**src/rtl/cpu_bus_decoder.sv**
```systemverilog
// cpu_bus_decoder: CPU-side address decoder for the 6502 bus.
// Routes CPU accesses to mirrored work RAM, PPU registers and PRG ROM, and
// owns the serial controller ports at $4016/$4017.
// Optional feature macro: CPU_BUS_OAM_DMA_EN builds the stalling OAM DMA
// engine triggered by a write to $4014. Without it, $4014 writes are ignored
// and all DMA/OAM outputs are tied low.
module cpu_bus_decoder #(
  parameter int NUM_PADS = 2,
  parameter int RAM_AW   = 11,
  parameter int PRG_AW   = 15,
  parameter int DMA_LEN  = 256
) (
  input  logic                  clk,
  input  logic                  reset,
  input  logic [15:0]           addr,
  input  logic                  we,
  input  logic                  re,
  input  logic [7:0]            data_in,
  output logic [7:0]            data_out,
  output logic [RAM_AW-1:0]     ram_addr,
  output logic                  ram_we,
  input  logic [7:0]            ram_rdata,
  output logic [PRG_AW-1:0]     prg_addr,
  input  logic [7:0]            prg_rdata,
  output logic                  ppu_cs,
  output logic [2:0]            ppu_addr,
  output logic                  ppu_we,
  input  logic [7:0]            ppu_rdata,
  output logic                  cpu_stall,
  output logic                  oam_we,
  output logic [7:0]            oam_addr,
  output logic [7:0]            oam_wdata,
  input  logic [8*NUM_PADS-1:0] pad_state
);

  // High while the DMA engine owns the bus; CPU strobes are dropped then.
  logic dma_busy;
  logic cpu_we;
  logic cpu_re;

  assign cpu_we = we & ~dma_busy;
  assign cpu_re = re & ~dma_busy;

  // Region decode on the live CPU address.
  logic sel_ram;
  logic sel_ppu;
  logic sel_prg;

  assign sel_ram = (addr[15:13] == 3'b000);
  assign sel_ppu = (addr[15:13] == 3'b001);
  assign sel_prg = addr[15];

  assign ram_we   = cpu_we & sel_ram;
  assign ppu_cs   = ~dma_busy & sel_ppu;
  assign ppu_we   = cpu_we & sel_ppu;
  assign ppu_addr = addr[2:0];

  // ---------------------------------------------------------------------
  // Controller ports
  // ---------------------------------------------------------------------
  logic                strobe_q;
  logic [NUM_PADS-1:0] pad_sel;
  logic [NUM_PADS-1:0] pad_bit;

  // The strobe latch is shared by every pad and only written through $4016.
  always_ff @(posedge clk or posedge reset) begin
    if (reset) begin
      strobe_q <= 1'b0;
    end else if (cpu_we && (addr == 16'h4016)) begin
      strobe_q <= data_in[0];
    end
  end

  genvar gi;
  generate
    for (gi = 0; gi < NUM_PADS; gi++) begin : g_pad
      logic [7:0] sr_q;

      assign pad_sel[gi] = (addr == 16'(16'h4016 + gi));

      // Load continuously while strobed (load beats a read); otherwise shift
      // in ones on each read addressed to this pad only.
      always_ff @(posedge clk or posedge reset) begin
        if (reset) begin
          sr_q <= 8'hFF;
        end else if (strobe_q) begin
          sr_q <= pad_state[8*gi +: 8];
        end else if (cpu_re && pad_sel[gi]) begin
          sr_q <= {sr_q[6:0], 1'b1};
        end
      end

      // While strobed the A button is seen live rather than through sr.
      assign pad_bit[gi] = strobe_q ? pad_state[8*gi + 7] : sr_q[7];
    end
  endgenerate

  // ---------------------------------------------------------------------
  // OAM DMA engine (optional)
  // ---------------------------------------------------------------------
`ifdef CPU_BUS_OAM_DMA_EN
  typedef enum logic [1:0] {
    IDLE  = 2'd0,
    ALIGN = 2'd1,
    READ  = 2'd2,
    WRITE = 2'd3
  } dma_state_t;

  localparam logic [7:0] LAST_IDX = 8'(DMA_LEN - 1);

  dma_state_t state_q, state_d;
  logic [7:0] page_q, page_d;
  logic [7:0] idx_q, idx_d;
  logic [7:0] src_data;

  // DMA state, source page and byte index; reset aborts a transfer at once.
  always_ff @(posedge clk or posedge reset) begin
    if (reset) begin
      state_q <= IDLE;
      page_q  <= 8'h00;
      idx_q   <= 8'h00;
    end else begin
      state_q <= state_d;
      page_q  <= page_d;
      idx_q   <= idx_d;
    end
  end

  // Next-state: one alignment cycle, then READ/WRITE pairs per byte.
  always_comb begin
    state_d = state_q;
    page_d  = page_q;
    idx_d   = idx_q;
    case (state_q)
      IDLE: begin
        if (we && (addr == 16'h4014)) begin
          state_d = ALIGN;
          page_d  = data_in;
          idx_d   = 8'h00;
        end
      end
      ALIGN: state_d = READ;
      READ:  state_d = WRITE;
      WRITE: begin
        if (idx_q == LAST_IDX) begin
          state_d = IDLE;
        end else begin
          idx_d   = idx_q + 8'd1;
          state_d = READ;
        end
      end
      default: state_d = IDLE;
    endcase
  end

  // Source byte selected by the page's region; pages outside RAM/PRG read 0.
  always_comb begin
    src_data = 8'h00;
    if (page_q[7:5] == 3'b000) begin
      src_data = ram_rdata;
    end else if (page_q[7]) begin
      src_data = prg_rdata;
    end
  end

  assign dma_busy  = (state_q != IDLE);
  assign cpu_stall = dma_busy;
  assign oam_we    = (state_q == WRITE);
  assign oam_addr  = idx_q;
  assign oam_wdata = (state_q == WRITE) ? src_data : 8'h00;
  assign ram_addr  = dma_busy ? RAM_AW'({page_q, idx_q}) : addr[RAM_AW-1:0];
  assign prg_addr  = dma_busy ? PRG_AW'({page_q, idx_q}) : addr[PRG_AW-1:0];
`else
  logic unused_data_hi;

  assign unused_data_hi = ^data_in[7:1];
  assign dma_busy  = 1'b0;
  assign cpu_stall = 1'b0;
  assign oam_we    = 1'b0;
  assign oam_addr  = 8'h00;
  assign oam_wdata = 8'h00;
  assign ram_addr  = addr[RAM_AW-1:0];
  assign prg_addr  = addr[PRG_AW-1:0];
`endif

  // CPU read mux; the RAM/PRG data arrives one cycle after the address.
  always_comb begin
    data_out = 8'h00;
    if (!dma_busy) begin
      if (sel_ram) begin
        data_out = ram_rdata;
      end else if (sel_ppu) begin
        data_out = ppu_rdata;
      end else if (sel_prg) begin
        data_out = prg_rdata;
      end else begin
        for (int i = 0; i < NUM_PADS; i++) begin
          if (pad_sel[i]) begin
            data_out = {7'b0, pad_bit[i]};
          end
        end
      end
    end
  end

endmodule

```
**config.mk**
```make
export PLATFORM = sky130hd
export DESIGN_NAME = cpu_bus_decoder
export DESIGN_NICKNAME = d
export VERILOG_FILES = /design/src/rtl/cpu_bus_decoder.sv
export SDC_FILE = /design/constraint.sdc
export NUM_CORES = 1
export LEC_CHECK = 0
export ABC_AREA = 1
export BUFFER_PORTS_ARGS = -buffer_cell sky130_fd_sc_hd__buf_4
export CELL_PAD_IN_SITES_DETAIL_PLACEMENT = 1
export CELL_PAD_IN_SITES_GLOBAL_PLACEMENT = 1
export CORE_ASPECT_RATIO = 1.2
export CORE_MARGIN = 3
export CORE_UTILIZATION = 27
export CTS_CLUSTER_SIZE = 28
export DETAILED_ROUTE_END_ITERATION = 10
export GPL_TIMING_DRIVEN = 0
export PLACE_DENSITY_LB_ADDON = 0.12
export SLEW_MARGIN = 0
export SYNTH_ARGS = -nofsm -noshare
export SYNTH_HDL_FRONTEND = slang
export SYNTH_SLANG_ARGS = --single-unit
```
**constraint.sdc**
```tcl
create_clock -name clk -period 3.1 [get_ports clk]
set_input_delay 0.775 -clock clk [delete_from_list [all_inputs] [get_ports clk]]
set_output_delay 0.775 -clock clk [all_outputs]
set_load 0.02 [all_outputs]
```
==> impl_metrics.tcl <==
set metrics [dict create \
    finalSetupTns_ns 0 \
    synth_top_cell_by_area "dfstp_2" \
    ir_worst_vdd_mv 0.203 \
    synthTopCellsByCount "nand2_1 (67), buf_4 (47), o21ai_0 (21)" \
    hold_depth 2 \
    yosysSeqAreaShare 0.282 \
    place_congestion 0.673 \
    hold_viol 0 \
    h-tree-depth 1 \
    cp_max_fo 10 \
    crit_family "buffers and inverters" \
    numClockSinks 17 \
    area_delta_synth_final_pct 60.6 \
    cts_made_buffers 3 \
    setup_viol_count_final 0 \
    slowest_delay_ns 0.23 \
    synth-edff-count 0 \
    root_buffer "clkbuf_8" \
    ys_ff_latch 17 \
    diodes 0 \
    die_w_um 75.8 \
    drive_gt1_frac 0.536 \
    post_cts_buffers 0 \
    finalMaxSlewViolations 0 \
    cp_cell_sequence "buf_4 -> buf_2 -> inv_1 -> nand3_1 -> clkinv_1 -> nand2_1 -> nand3_1 -> buf_4" \
    dp_hpwl_mm 4.12 \
    clk_latency_ns 0.25 \
    wire_per_inst_um 11.4 \
    grt_max_degree 18 \
    ctsHoldBuffers 0 \
    outcome "complete, no violations" \
    postSynthAreaPerCell_um2 6.99 \
    dr.pass1.iters 4 \
    place_ws_ns 0.423 \
    path_class "input port to primary output" \
    reg2reg_from "strobe_q" \
    fmax_ghz 0.378 \
    row_count 29 \
    crit_required_ns 2.32 \
    io_pins 126 \
    crit_cells 8 \
    maxCapViolations 0 \
    synth_top_area_frac 0.266 \
    synthMostInstantiatedCell "nand2_1" \
    critPathCaptureType "primary output" \
    core_um2 5480 \
    reg2reg_depth 5 \
    leakage_uw 0.00141 \
    vias 1709 \
    grt_pass1_wl_mm 7.88 \
    ys.warnings.count 0 \
    setup.worst_path.start "addr[15]" \
    power_density_nw_per_um2 270 \
    drc_errors 0 \
    ant_nets 0 \
    antenna_found_initial 0 \
    fin_crit_ns 2.65 \
    async_flop_share 1.00 \
    grt_usage 0.141 \
    netlist_instances 226 \
    yosys-top-cells-area "dfstp_2 (27%), buf_4 (22%), nand2_1 (16%)" \
    relSlewSlack 0.563 \
    tightest_slew_ns 0.654 \
    netlist_area_um2 1580 \
    period_share 0.854 \
    fin_ws_ns 0.451 \
    clkTransAtPathRegs_ns 0.07 \
    cts_tree "done" \
    crit_buf_inv 5 \
    overflow 0 \
    cts_resized 0 \
    die_area_um2 6810 \
    wl_mm 4.84 \
    rsz0062_at_grt "no" \
    die_h_um 89.8 \
    fin_skew_ns 0.00437 \
    synth_ff_type "dfstp_2" \
    vias_per_cell 4.03 \
    fill_cells 745 \
    cpMaxStageDelayCell "clkinv_1" \
    synth.distinct_cells 28 \
    start_kind "input port" \
    first_global_vias 1681 \
    cts_buffer_depth 2 \
    worstHoldStart "g_pad[1].sr_q[3]" \
    drtIter0Drc 16 \
    crit_arrival_ns 1.87 \
    start_util 0.288 \
    hp-class "register to register" \
    placement.io_buffers 100 \
    nNetsFinal 416 \
]
==> stage by stage <==
step | std cells | total power, uW | hold WS [ns] | utilization | instance area (um^2)
2_1_floorplan | 243 | 396 | 0.458 | - | 1640
3_3_place_gp | 420 | 516 | 0.475 | 0.454 | 2490
3_5_place_dp | 420 | 521 | 0.482 | 0.454 | 2490
4_1_cts | 424 | 696 | 0.493 | 0.463 | 2540
5_1_grt | 424 | 730 | 0.504 | 0.463 | 2540
6_report | 424 | 684 | 0.487 | 0.463 | 2540
==> worst paths after layout <==
kind                            slack (ns)                to
worst max-delay path                  0.45       data_out[1]
worst max register to register        1.87  g_pad[1].sr_q[3]
worst min register to register        0.49  g_pad[1].sr_q[3]
worst min-delay path                  0.49  g_pad[1].sr_q[3]
min in group asynchronous             0.61          strobe_q
max in group asynchronous             2.07          strobe_q
==> logic make-up after synthesis <==
family	after synthesis	share of synthesized area
other	1	0.00237
buffers and inverters	74	0.310
AO/OA/AOI/OAI	26	0.0911
flip-flops	17	0.282
AND/OR/NAND/NOR	108	0.315
==> layer usage <==
layer,part of all wire,vias to the layer above,track usage,routed length (um)
met5,0,-,0,0
met4,0.0085,0,0.0350,41
met1,0.39,750,0.160,1900
met3,0.11,4,0.0290,545
met2,0.49,74,0.258,2350
li1,-,881,-,-
==> state kept, by name, summed over array words and instances (netlist names) <==
signal      flops
g_pad.sr_q     16
strobe_q        1
==> worst register-to-register path, cell delays in order (launching register included) <==
cell and delay [ns]:
dfrtp_1 0.37, clkbuf_2 0.14, dlymetal6s2s_1 0.27, o21ai_0 0.26, nand2_2 0.08, o21ai_2 0.05
==> where the power goes <==
group | internal [uW] | total, uW | switching (uW)
clock network | 89.3 | 169 | 79.8
registers | 241 | 244 | 3.19
logic | 141 | 271 | 130
total | 471 | 684 | 213
==> layout by cell type, fill, tap and decap left out <==
| cell | count |
|---|---|
| nand2_4 | 1 |
| nand3_1 | 13 |
| clkinv_2 | 1 |
| o21ai_2 | 3 |
| dfstp_2 | 16 |
| buf_2 | 1 |
| o21ai_0 | 21 |
| clkinv_1 | 1 |
| clkbuf_2 | 1 |
| nor3_1 | 1 |
| o211ai_1 | 1 |
| buf_4 | 147 |
| nor2_1 | 14 |
| nor3_2 | 1 |
| dlymetal6s2s_1 | 1 |
| nor4_1 | 1 |
| nand2_2 | 5 |
| nand3_4 | 2 |
| dfrtp_1 | 1 |
| buf_12 | 1 |
| inv_1 | 19 |
| nand2_1 | 67 |
| clkbuf_1 | 1 |
| clkbuf_8 | 3 |
| conb_1 | 18 |
| inv_2 | 1 |
| nand4_1 | 1 |
| a21oi_1 | 1 |
| nor2_4 | 2 |
| buf_6 | 1 |
==> cell type report <==
class	instances	area, um^2	share of cell area
timing repair buffer	100	751	0.296
multi-input combinational	152	708	0.279
sequential	17	445	0.176
buffer	53	410	0.162
tap	77	96.3	0.0380
inverter	21	78.8	0.0311
clock buffer	3	41.3	0.0163
clock inverter	1	5.00	0.00197
No activity file was read; power rests on OpenSTA's default activity.
